**src/rtl/cpucmd_writer_pkg.sv**
```systemverilog
// cpucmd_writer_pkg
// Shared definitions for the CPU-to-host command FIFO writer: FSM state
// encoding, header sync byte, header field offsets, packet-type codes and
// the header packing helper.
package cpucmd_writer_pkg;

    typedef enum logic [1:0] {
        ST_IDLE = 2'd0,
        ST_HDR  = 2'd1,
        ST_PAY  = 2'd2,
        ST_CSUM = 2'd3
    } state_e;

    localparam logic [7:0] SYNC_BYTE_DEF = 8'hA5;

    // Header word layout, MSB first: {sync, type, len, seq}
    localparam int HDR_SYNC_LSB = 24;
    localparam int HDR_TYPE_LSB = 16;
    localparam int HDR_LEN_LSB  = 8;
    localparam int HDR_SEQ_LSB  = 0;

    localparam logic [7:0] PKT_REG_RD_RESP = 8'h01;
    localparam logic [7:0] PKT_STATUS      = 8'h02;
    localparam logic [7:0] PKT_PING        = 8'h7F;

    function automatic logic [31:0] pkt_hdr_pack(
        input logic [7:0] sync_byte,
        input logic [7:0] pkt_type,
        input logic [7:0] pkt_len,
        input logic [7:0] seq
    );
        logic [31:0] hdr;
        hdr = '0;
        hdr[HDR_SYNC_LSB +: 8] = sync_byte;
        hdr[HDR_TYPE_LSB +: 8] = pkt_type;
        hdr[HDR_LEN_LSB  +: 8] = pkt_len;
        hdr[HDR_SEQ_LSB  +: 8] = seq;
        return hdr;
    endfunction

endpackage

```
**src/rtl/cpucmd_writer.sv**
```systemverilog
// cpucmd_writer
// Frames command/response packets into cpucmd_fifo: header word, payload
// words, then an XOR checksum of header and payload. Every write is gated
// combinationally by the FIFO full flag.
//
// Ports:
//   clk          system clock (cpucmd_fifo WrClock)
//   reset_n      asynchronous active-low reset
//   start_i      packet request, sampled only in IDLE
//   pkt_type_i   packet type, latched on accept
//   pkt_len_i    payload word count, latched (clamped to MAX_LEN) on accept
//   pl_data_i    payload word
//   pl_valid_i   payload word valid
//   pl_ready_o   payload word consumed when high with pl_valid_i
//   busy_o       packet in flight (registered)
//   done_o       pulse in the cycle the checksum word is written
//   drop_o       sticky: a request arrived while not idle
//   seq_o        sequence number the next packet will carry
//   fifo_data_o  FIFO write data
//   fifo_we_o    FIFO write enable
//   fifo_full_i  FIFO full flag
//
// state | meaning
// IDLE  | waiting for start_i; nothing written
// HDR   | writing header word {sync, type, len, seq}
// PAY   | passing payload words through to the FIFO
// CSUM  | writing XOR checksum word, then back to IDLE
module cpucmd_writer
    import cpucmd_writer_pkg::*;
#(
    parameter int         FT_DATA_WIDTH = 32,   // header layout needs 32
    parameter int         MAX_LEN       = 255,
    parameter logic [7:0] SYNC_BYTE     = SYNC_BYTE_DEF
) (
    input  logic                     clk,
    input  logic                     reset_n,
    input  logic                     start_i,
    input  logic [7:0]               pkt_type_i,
    input  logic [7:0]               pkt_len_i,
    input  logic [FT_DATA_WIDTH-1:0] pl_data_i,
    input  logic                     pl_valid_i,
    output logic                     pl_ready_o,
    output logic                     busy_o,
    output logic                     done_o,
    output logic                     drop_o,
    output logic [7:0]               seq_o,
    output logic [FT_DATA_WIDTH-1:0] fifo_data_o,
    output logic                     fifo_we_o,
    input  logic                     fifo_full_i
);

    localparam logic [7:0] MAX_LEN_L = 8'(MAX_LEN);

    state_e                   state_q, state_d;
    logic [7:0]               type_q, type_d;
    logic [7:0]               len_q, len_d;
    logic [7:0]               rem_q, rem_d;
    logic [7:0]               seq_q, seq_d;
    logic [FT_DATA_WIDTH-1:0] csum_q, csum_d;
    logic                     busy_q, busy_d;
    logic                     drop_q, drop_d;

    logic [7:0]               len_clamped;
    logic [FT_DATA_WIDTH-1:0] hdr_word;

    assign len_clamped = (pkt_len_i > MAX_LEN_L) ? MAX_LEN_L : pkt_len_i;
    assign hdr_word    = FT_DATA_WIDTH'(pkt_hdr_pack(SYNC_BYTE, type_q, len_q, seq_q));

    always_ff @(posedge clk or negedge reset_n) begin
        if (!reset_n) begin
            state_q <= ST_IDLE;
            type_q  <= '0;
            len_q   <= '0;
            rem_q   <= '0;
            seq_q   <= '0;
            csum_q  <= '0;
            busy_q  <= 1'b0;
            drop_q  <= 1'b0;
        end else begin
            state_q <= state_d;
            type_q  <= type_d;
            len_q   <= len_d;
            rem_q   <= rem_d;
            seq_q   <= seq_d;
            csum_q  <= csum_d;
            busy_q  <= busy_d;
            drop_q  <= drop_d;
        end
    end

    always_comb begin
        state_d     = state_q;
        type_d      = type_q;
        len_d       = len_q;
        rem_d       = rem_q;
        seq_d       = seq_q;
        csum_d      = csum_q;
        pl_ready_o  = 1'b0;
        fifo_we_o   = 1'b0;
        fifo_data_o = '0;
        done_o      = 1'b0;

        unique case (state_q)
            ST_IDLE: begin
                if (start_i) begin
                    type_d  = pkt_type_i;
                    len_d   = len_clamped;
                    rem_d   = len_clamped;
                    state_d = ST_HDR;
                end
            end
            ST_HDR: begin
                fifo_data_o = hdr_word;
                if (!fifo_full_i) begin
                    fifo_we_o = 1'b1;
                    csum_d    = hdr_word;
                    seq_d     = seq_q + 8'd1;
                    state_d   = (len_q != 8'd0) ? ST_PAY : ST_CSUM;
                end
            end
            ST_PAY: begin
                pl_ready_o  = ~fifo_full_i;
                fifo_data_o = pl_data_i;
                if (pl_valid_i && !fifo_full_i) begin
                    fifo_we_o = 1'b1;
                    csum_d    = csum_q ^ pl_data_i;
                    rem_d     = rem_q - 8'd1;
                    if (rem_q == 8'd1) begin
                        state_d = ST_CSUM;
                    end
                end
            end
            ST_CSUM: begin
                fifo_data_o = csum_q;
                if (!fifo_full_i) begin
                    fifo_we_o = 1'b1;
                    done_o    = 1'b1;
                    state_d   = ST_IDLE;
                end
            end
            default: begin
                state_d = ST_IDLE;
            end
        endcase
    end

    // busy_q follows the next state so it rises the cycle after accept and
    // falls the cycle after the checksum write.
    assign busy_d = (state_d != ST_IDLE);
    // A request that arrives mid-packet is discarded and only flagged.
    assign drop_d = drop_q | (start_i && (state_q != ST_IDLE));

    assign busy_o = busy_q;
    assign drop_o = drop_q;
    assign seq_o  = seq_q;

endmodule

```
**config.mk**
```make
export PLATFORM = sky130hd
export DESIGN_NAME = cpucmd_writer
export DESIGN_NICKNAME = d
export VERILOG_FILES = /design/src/rtl/cpucmd_writer_pkg.sv /design/src/rtl/cpucmd_writer.sv
export SDC_FILE = /design/constraint.sdc
export NUM_CORES = 1
export LEC_CHECK = 0
export BUFFER_PORTS_ARGS = -buffer_cell sky130_fd_sc_hd__buf_2
export CAP_MARGIN = 0
export CORE_MARGIN = 2
export CORE_UTILIZATION = 55
export CTS_BUF_LIST = sky130_fd_sc_hd__clkbuf_4 sky130_fd_sc_hd__clkbuf_8
export DETAILED_ROUTE_END_ITERATION = 12
export PLACE_DENSITY_LB_ADDON = 0.15
export RECOVER_POWER = 50
export SLEW_MARGIN = 20
export SYNTH_ARGS = -nofsm -noshare
export SYNTH_HDL_FRONTEND = slang
export SYNTH_SLANG_ARGS = --single-unit
```
**constraint.sdc**
```tcl
create_clock -name clk -period 3.1 [get_ports clk]
set_clock_uncertainty 0.05 [all_clocks]
set_input_delay 0.31 -clock clk [delete_from_list [all_inputs] [get_ports clk]]
set_output_delay 0.31 -clock clk [all_outputs]
set_load 0.01 [all_outputs]
```
==> flow_metrics.env, run 1 <==
export IMPL_preCtsSetupSlack_ps=918
export IMPL_critical_path_top_delay_family="simple AND/OR/NAND/NOR gates"
export IMPL_fin_hold_ws_ps=152
export IMPL_final_critical_path_setup_slack_ps=655
export IMPL_synthesis_area_per_instance_sq_um=9.54
export IMPL_global_route_wire_length_before_repair_um=14700
export IMPL_final_max_slew_violation_count=69
export IMPL_finalCritPeriodShare=0.789
export IMPL_avgRoutedWirePerCell_um=15.0
export IMPL_yosysSeqAreaShare=0.422
export IMPL_dp_hpwl_um=6190
export IMPL_cts_htree_levels=3
export IMPL_worstPathCellList="buf_4, nor3b_1, nand4_1, nor2_1, xor2_1"
export IMPL_synth_ff_latch_count=68
export IMPL_finalNetCount=565
export IMPL_worst_pin_slew_ps=1690
export IMPL_route_detailed_vias_per_inst=5.63
export IMPL_clk_root_buffer_cell="clkbuf_8"
export IMPL_synth_cell_types=43
export IMPL_flow_area_growth_from_synthesis_pct=17.1
export IMPL_detail_route_wirelength_um=9190
export IMPL_place_congestion=0.789
export IMPL_clkSlewWorstSetupHoldPaths_ps=70
export IMPL_class_of_the_tightest_hold_or_removal_check="in2reg"
export IMPL_timing_hold_violations_final=0
export IMPL_fp_dieArea_sq_um=8040
export IMPL_failed_checks="max-capacitance violations, max-slew violations"
export IMPL_detailedRoute_firstIterationViolations=174
export IMPL_synthDominantCellAreaShare=0.422
export IMPL_max_cap_violations=1
export IMPL_timing_critical_path_arrival_ps=2670
export IMPL_number_of_global_route_vias_before_repair=3067
export IMPL_synth_net_count=479
export IMPL_synthDominantAreaCellType="dfrtp_1"
export IMPL_worst_path_slowest_cell="nor3b_1"
export IMPL_setup_viol=0
export IMPL_setup_total_neg_slack_ps=0
export IMPL_clk_latency_ps=340
export IMPL_cpPeakStageDelay_ps=1050
export IMPL_worstPathRequired_ps=3320
export IMPL_core_region_area_sq_um=7180
export IMPL_worst_path_buf_inv=1
export IMPL_netlist_instances=423
export IMPL_grt_antenna_before_repair=0
export IMPL_final_util=0.658
export IMPL_worst_setup_path_end_kind="register"
export IMPL_post_route_min_period_ps=2440
export IMPL_initial_cell_density_of_the_core=0.562
export IMPL_cts_sinks=68
export IMPL_global_route_overflow_total=0
export IMPL_startpoint_type="register"
export IMPL_cts_buffers_inserted=9
export IMPL_track_usage=0.235
export IMPL_placed_cells=596
export IMPL_cts_repair_resized=0
export IMPL_grt_max_degree=69
export IMPL_vias=3447
export IMPL_powerDensity_nw_per_um2=1040
export IMPL_post_layout_total_power_mw=4.93
export IMPL_clock_path_buffers=2
export IMPL_critPathKind="reg2reg"
export IMPL_route_antenna_remaining_nets=0
export IMPL_status="finished, violations left"
export IMPL_core_rows=31
export IMPL_netlist_top_cells_area="dfrtp_1 (42%), mux2_2 (9.2%), a21oi_1 (6.5%)"
export IMPL_setup_repair_after_global_routing_missed_its_margin="false"
export IMPL_post_dp_cell_area_sq_um=4550
export IMPL_post_synth_instance_area_sq_um=4030
export IMPL_io_buffer_count=97
export IMPL_drive_above_1_share=0.302
export IMPL_diodes=0
export IMPL_ctsHoldBuffers=1
export IMPL_worst_slew_margin_relative_to_its_limit=-0.126
export IMPL_io_pins=98
export IMPL_clock_fmax_mhz=409
export IMPL_cts_tree="built"
export IMPL_critPathMaxFanout=37
export IMPL_power_ir_vdd_worst_uv=567
export IMPL_die_height_um=89.6
export IMPL_layoutNonFillerInstCount=612
export IMPL_final_cell_area_sq_um=4720
export IMPL_yosysWarnings=0
export IMPL_drc=0
export IMPL_post_cts_setup_driven_buffer_insertion_count=0
export IMPL_first_pass_iters=4
export IMPL_die_x_um=89.6
export IMPL_total_leakage_power_nw=2.09
[final cells by class]
type | count | area, sq um
tap | 99 | 124
clock inverter | 1 | 30.0
inverter | 5 | 18.8
clock buffer | 14 | 180
timing repair buffer | 106 | 549
multi-input combinational | 319 | 2120
sequential | 68 | 1700
fill | 608 | 2450
[cell families (layout without fill, tap and decap cells)]
family	after synthesis	in the layout	synth area share
multiplexers	42	42	0.116
buffers and inverters	36	126	0.0515
XOR/XNOR	11	11	0.0239
adder cells (fa/ha/maj)	3	3	0.00931
AND/OR/NAND/NOR	124	124	0.167
flip-flops	68	68	0.422
AO/OA/AOI/OAI	139	139	0.211
[per-layer routing]
metal	vias up	track usage	part of all wire
li1	1704	-	-
met1	1639	0.327	0.48
met2	95	0.372	0.46
met3	9	0.0484	0.051
met4	0	0.0692	0.011
met5	-	0	0
[power by group]
group          total [mW]  switching [mW]  internal [mW]
Combinational        2.51            1.38           1.13
Clock               0.772           0.320          0.452
Sequential           1.64           0.346           1.30
Total                4.93            2.05           2.88
[cells in the final DEF, fill, tap and decap left out, types with 12 or more instances in the layout]
cell	instances
o21ai_0	43
a22o_1	24
nand3_1	24
nand2_1	27
buf_2	87
nand2b_1	29
a21oi_1	52
dfrtp_1	68
clkbuf_8	12
mux2_2	33
nor2_1	17
[final timing paths]
kind | slack [ps] | from | endpoint | depth (start not counted)
min in group asynchronous | 990 | reset_n | csum_q[11]$_DFFE_PN0P_ | 3
min reg2reg | 420 | drop_o$_DFF_PN0_ | drop_o$_DFF_PN0_ | 1
min | 150 | pkt_type_i[6] | type_q[6]$_DFFE_PN0P_ | 2
max | 660 | state_q[1]$_DFF_PN0_ | seq_o[6]$_DFFE_PN0P_ | 5
max in group asynchronous | 1000 | reset_n | rem_q[0]$_DFFE_PN0P_ | 3
max reg2reg | 660 | state_q[1]$_DFF_PN0_ | seq_o[6]$_DFFE_PN0P_ | 5
[sequential cells by signal (all words and copies together), names as in the netlist]
signal / flops
len_q: 8
state_q: 2
csum_q: 32
busy_o: 1
seq_o: 8
rem_q: 8
type_q: 8
drop_o: 1
[synthesized netlist by cell type]
cell,count
a211oi_1,1
a21o_1,1
a21oi_1,52
a21oi_2,10
a22o_1,24
a22oi_1,2
a32oi_1,1
and2b_1,1
and3_1,6
and4bb_2,1
buf_2,16
buf_4,4
buf_6,5
clkbuf_1,6
dfrtp_1,68
ha_1,3
inv_1,5
mux2_1,5
mux2_2,33
mux2i_1,4
nand2_1,27
nand2_4,1
nand2b_1,29
nand3_1,24
nand3b_1,1
nand4_1,4
nand4bb_1,1
nor2_1,17
nor3_1,2
nor3b_1,1
nor3b_4,1
nor4_1,3
nor4b_1,1
o211ai_1,1
o21ai_0,41
o21ai_1,3
o2bb2ai_1,2
o32ai_1,1
or3_1,2
or3b_1,1
or4_1,1
xnor2_1,6
xor2_1,5
(Power assumes the default switching activity.)
==> run 2: changes to the inputs <==
Clock period 3.1 ns to 2.55 ns, I/O delays scaled along.
==> run 2 against run 1 <==
Final area rose by 2.4%. Clock power rose by 65%. Final cell count rose by 0.33%. Setup slack got worse by 290 ps. Global-route usage rose by 0.91 points. Non-clock buffer count rose by 1. Register-to-register slack got worse by 190 ps. Via count rose by 0.64%. Highest routed layer unchanged. Count of clock-buffer cells in the layout fell by 5. Sequential cell count did not move. Sequential share of layout area fell by 0.85 points. Combinational power rose by 22%. The run now ends clean.
==> flow_metrics.env, run 2 (synthesis gave the netlist of run 1 again) <==
export IMPL_met2_usage=0.398
export IMPL_p_sw_frac=0.398
export IMPL_cts_buffers_inserted=9
export IMPL_top_usage_layer="met2"
export IMPL_vias=3469
export IMPL_track_usage=0.244
export IMPL_worst_setup_path_end_kind="output pin"
export IMPL_clock_fmax_mhz=459
export IMPL_io_buffer_count=97
export IMPL_final_max_slew_violation_count=0
export IMPL_hold_end="type_q[0]$_DFFE_PN0P_"
export IMPL_place_congestion=0.762
export IMPL_clock_power_share=0.200
export IMPL_class_of_the_tightest_hold_or_removal_check="in2reg"
export IMPL_fp_dieArea_sq_um=8040
export IMPL_max_cap_violations=0
export IMPL_post_layout_total_power_mw=6.37
export IMPL_power_switching_mw=2.54
export IMPL_layout_commonest_cell="buf_2"
export IMPL_powerDensity_nw_per_um2=1320
export IMPL_grt_max_degree=62
export IMPL_cts_repair_resized=0
export IMPL_leading_cell_types_in_the_layout_fill_and_taps_excluded="buf_2 (86), dfrtp_1 (68), a21oi_1 (52), o21ai_0 (42), mux2_2 (33)"
export IMPL_worst_slew_margin_relative_to_its_limit=0.0802
export IMPL_share_comb_of_total_power=0.483
export IMPL_clk_root_buffer_cell="clkbuf_8"
export IMPL_io_pins=98
export IMPL_worstRegToRegCells=5
export IMPL_clock_path_buffers=2
export IMPL_core_rows=31
export IMPL_power_ir_vdd_worst_uv=772
export IMPL_dp_hpwl_um=6400
export IMPL_avgRoutedWirePerCell_um=15.3
export IMPL_use_met3=0.0439
export IMPL_number_of_global_route_vias_before_repair=3176
export IMPL_critPathKind="reg2out"
export IMPL_clk_latency_ps=340
export IMPL_cpPeakStageDelay_ps=580
export IMPL_setup_viol=0
export IMPL_cts_sinks=68
export IMPL_cts_htree_levels=3
export IMPL_timing_critical_path_arrival_ps=1880
export IMPL_die_height_um=89.6
export IMPL_setup_total_neg_slack_ps=0
export IMPL_drive_above_1_share=0.299
export IMPL_worstPathRequired_ps=2250
export IMPL_setup_repair_after_global_routing_missed_its_margin="false"
export IMPL_diodes=0
export IMPL_largest_reg_flops=32
export IMPL_route_antenna_remaining_nets=0
export IMPL_startpoint_type="register"
export IMPL_startpoint_of_the_lowest_slack_register_to_register_path="state_q[0]$_DFF_PN0_"
export IMPL_worstPathCellList="buf_12, mux2_2, a22o_1, buf_2"
export IMPL_detailedRoute_firstIterationViolations=200
export IMPL_clkSlewWorstSetupHoldPaths_ps=70
export IMPL_r2r_slack_ps=470
export IMPL_core_region_area_sq_um=7180
export IMPL_global_route_overflow_total=0
export IMPL_drc=0
export IMPL_worst_pin_slew_ps=1380
export IMPL_finalCritPeriodShare=0.855
export IMPL_post_cts_setup_driven_buffer_insertion_count=0
export IMPL_finalNetCount=566
export IMPL_critPathMaxFanout=26
export IMPL_whs_path_depth=2
export IMPL_timing_hold_violations_final=0
export IMPL_route_detailed_vias_per_inst=5.65
export IMPL_worst_path_slowest_cell="dfrtp_1"
export IMPL_ctsHoldBuffers=1
export IMPL_use_met1=0.329
export IMPL_post_route_min_period_ps=2180
export IMPL_initial_cell_density_of_the_core=0.562
export IMPL_r2r_end="seq_o[5]$_DFFE_PN0P_"
export IMPL_grt_antenna_before_repair=0
export IMPL_status="complete, no violations"
export IMPL_die_x_um=89.6
export IMPL_global_route_wire_length_before_repair_um=15200
export IMPL_flow_area_growth_from_synthesis_pct=19.9
export IMPL_total_leakage_power_nw=2.13
export IMPL_sequential_cell_fraction_of_total_power=0.318
export IMPL_detail_route_wirelength_um=9380
export IMPL_cts_tree="built"
export IMPL_internal_power_mw=3.83
export IMPL_registers_top_by_ff_count="csum_q"
export IMPL_first_pass_iters=4
export IMPL_hold_path_startpoint="pkt_type_i[0]"
## run 2: changes by cell type in the layout (fill, tap and decap cells not counted), sizes merged
cell,previous run,this run
clkinv,0,1
bufinv,1,5
clkinvlp,0,1
clkbuf,26,22
## run 2: critical path, delay by kind of cell, from the launching register on
| kind | cells | cell delay [ps] |
|---|---|---|
| compound gates | 1 | 200 |
| buf+inv | 2 | 380 |
| mux | 1 | 350 |
| flops | 1 | 580 |
## run 2: how the worst max path moves through the flow
| stage | startpoint | to | slack (ps) | depth (start not counted) |
|---|---|---|---|---|
| 2_1_floorplan | state_q[1]$_DFF_PN0_ | fifo_data_o[13] | 830 | 5 |
| 3_3_place_gp | state_q[1]$_DFF_PN0_ | csum_q[18]$_DFFE_PN0P_ | 550 | 4 |
| 3_5_place_dp | state_q[1]$_DFF_PN0_ | csum_q[10]$_DFFE_PN0P_ | 460 | 4 |
| 4_1_cts | state_q[1]$_DFF_PN0_ | fifo_data_o[21] | 310 | 4 |
| 5_1_grt | state_q[0]$_DFF_PN0_ | fifo_data_o[28] | 230 | 4 |
| 6_report | state_q[1]$_DFF_PN0_ | fifo_data_o[10] | 370 | 4 |
## run 2: per-stage QoR
step / instances / area, sq um / setup slack (ps) / util / hold WS (ps)
after floorplan: 423 / 4030 / 827 / - / -90.6
after global placement: 597 / 4580 / 551 / 0.638 / 237
after detailed placement: 597 / 4580 / 457 / 0.638 / 234
after CTS: 614 / 4870 / 312 / 0.679 / 88.5
after global routing: 614 / 4840 / 229 / 0.674 / 86.8
final: 614 / 4840 / 370 / 0.674 / 92.5
## run 2: cell type report
type | count | area [sq um]
Tap cell | 99 | 124
Timing Repair Buffer | 107 | 592
Clock inverter | 7 | 163
Sequential cell | 68 | 1700
Inverter | 5 | 18.8
Fill cell | 587 | 2340
Clock buffer | 9 | 124
Multi-Input combinational cell | 319 | 2110
## run 2: power by group through the flow
stage | clock (mW) | sequential [mW] | combinational [mW]
detailed placement | 0 | 2.04 | 3.11
CTS | 1.28 | 2.02 | 3.14
floorplan | 0 | 1.90 | 2.39
global route | 1.33 | 2.10 | 3.45
finish | 1.27 | 2.02 | 3.07
global placement | 0 | 2.01 | 3.03
## run 2: layer usage
| layer | wire (um) | share of wire |
|---|---|---|
| met5 | 0 | 0 |
| met4 | 155 | 0.017 |
| met3 | 447 | 0.048 |
| met2 | 4370 | 0.47 |
| met1 | 4410 | 0.47 |
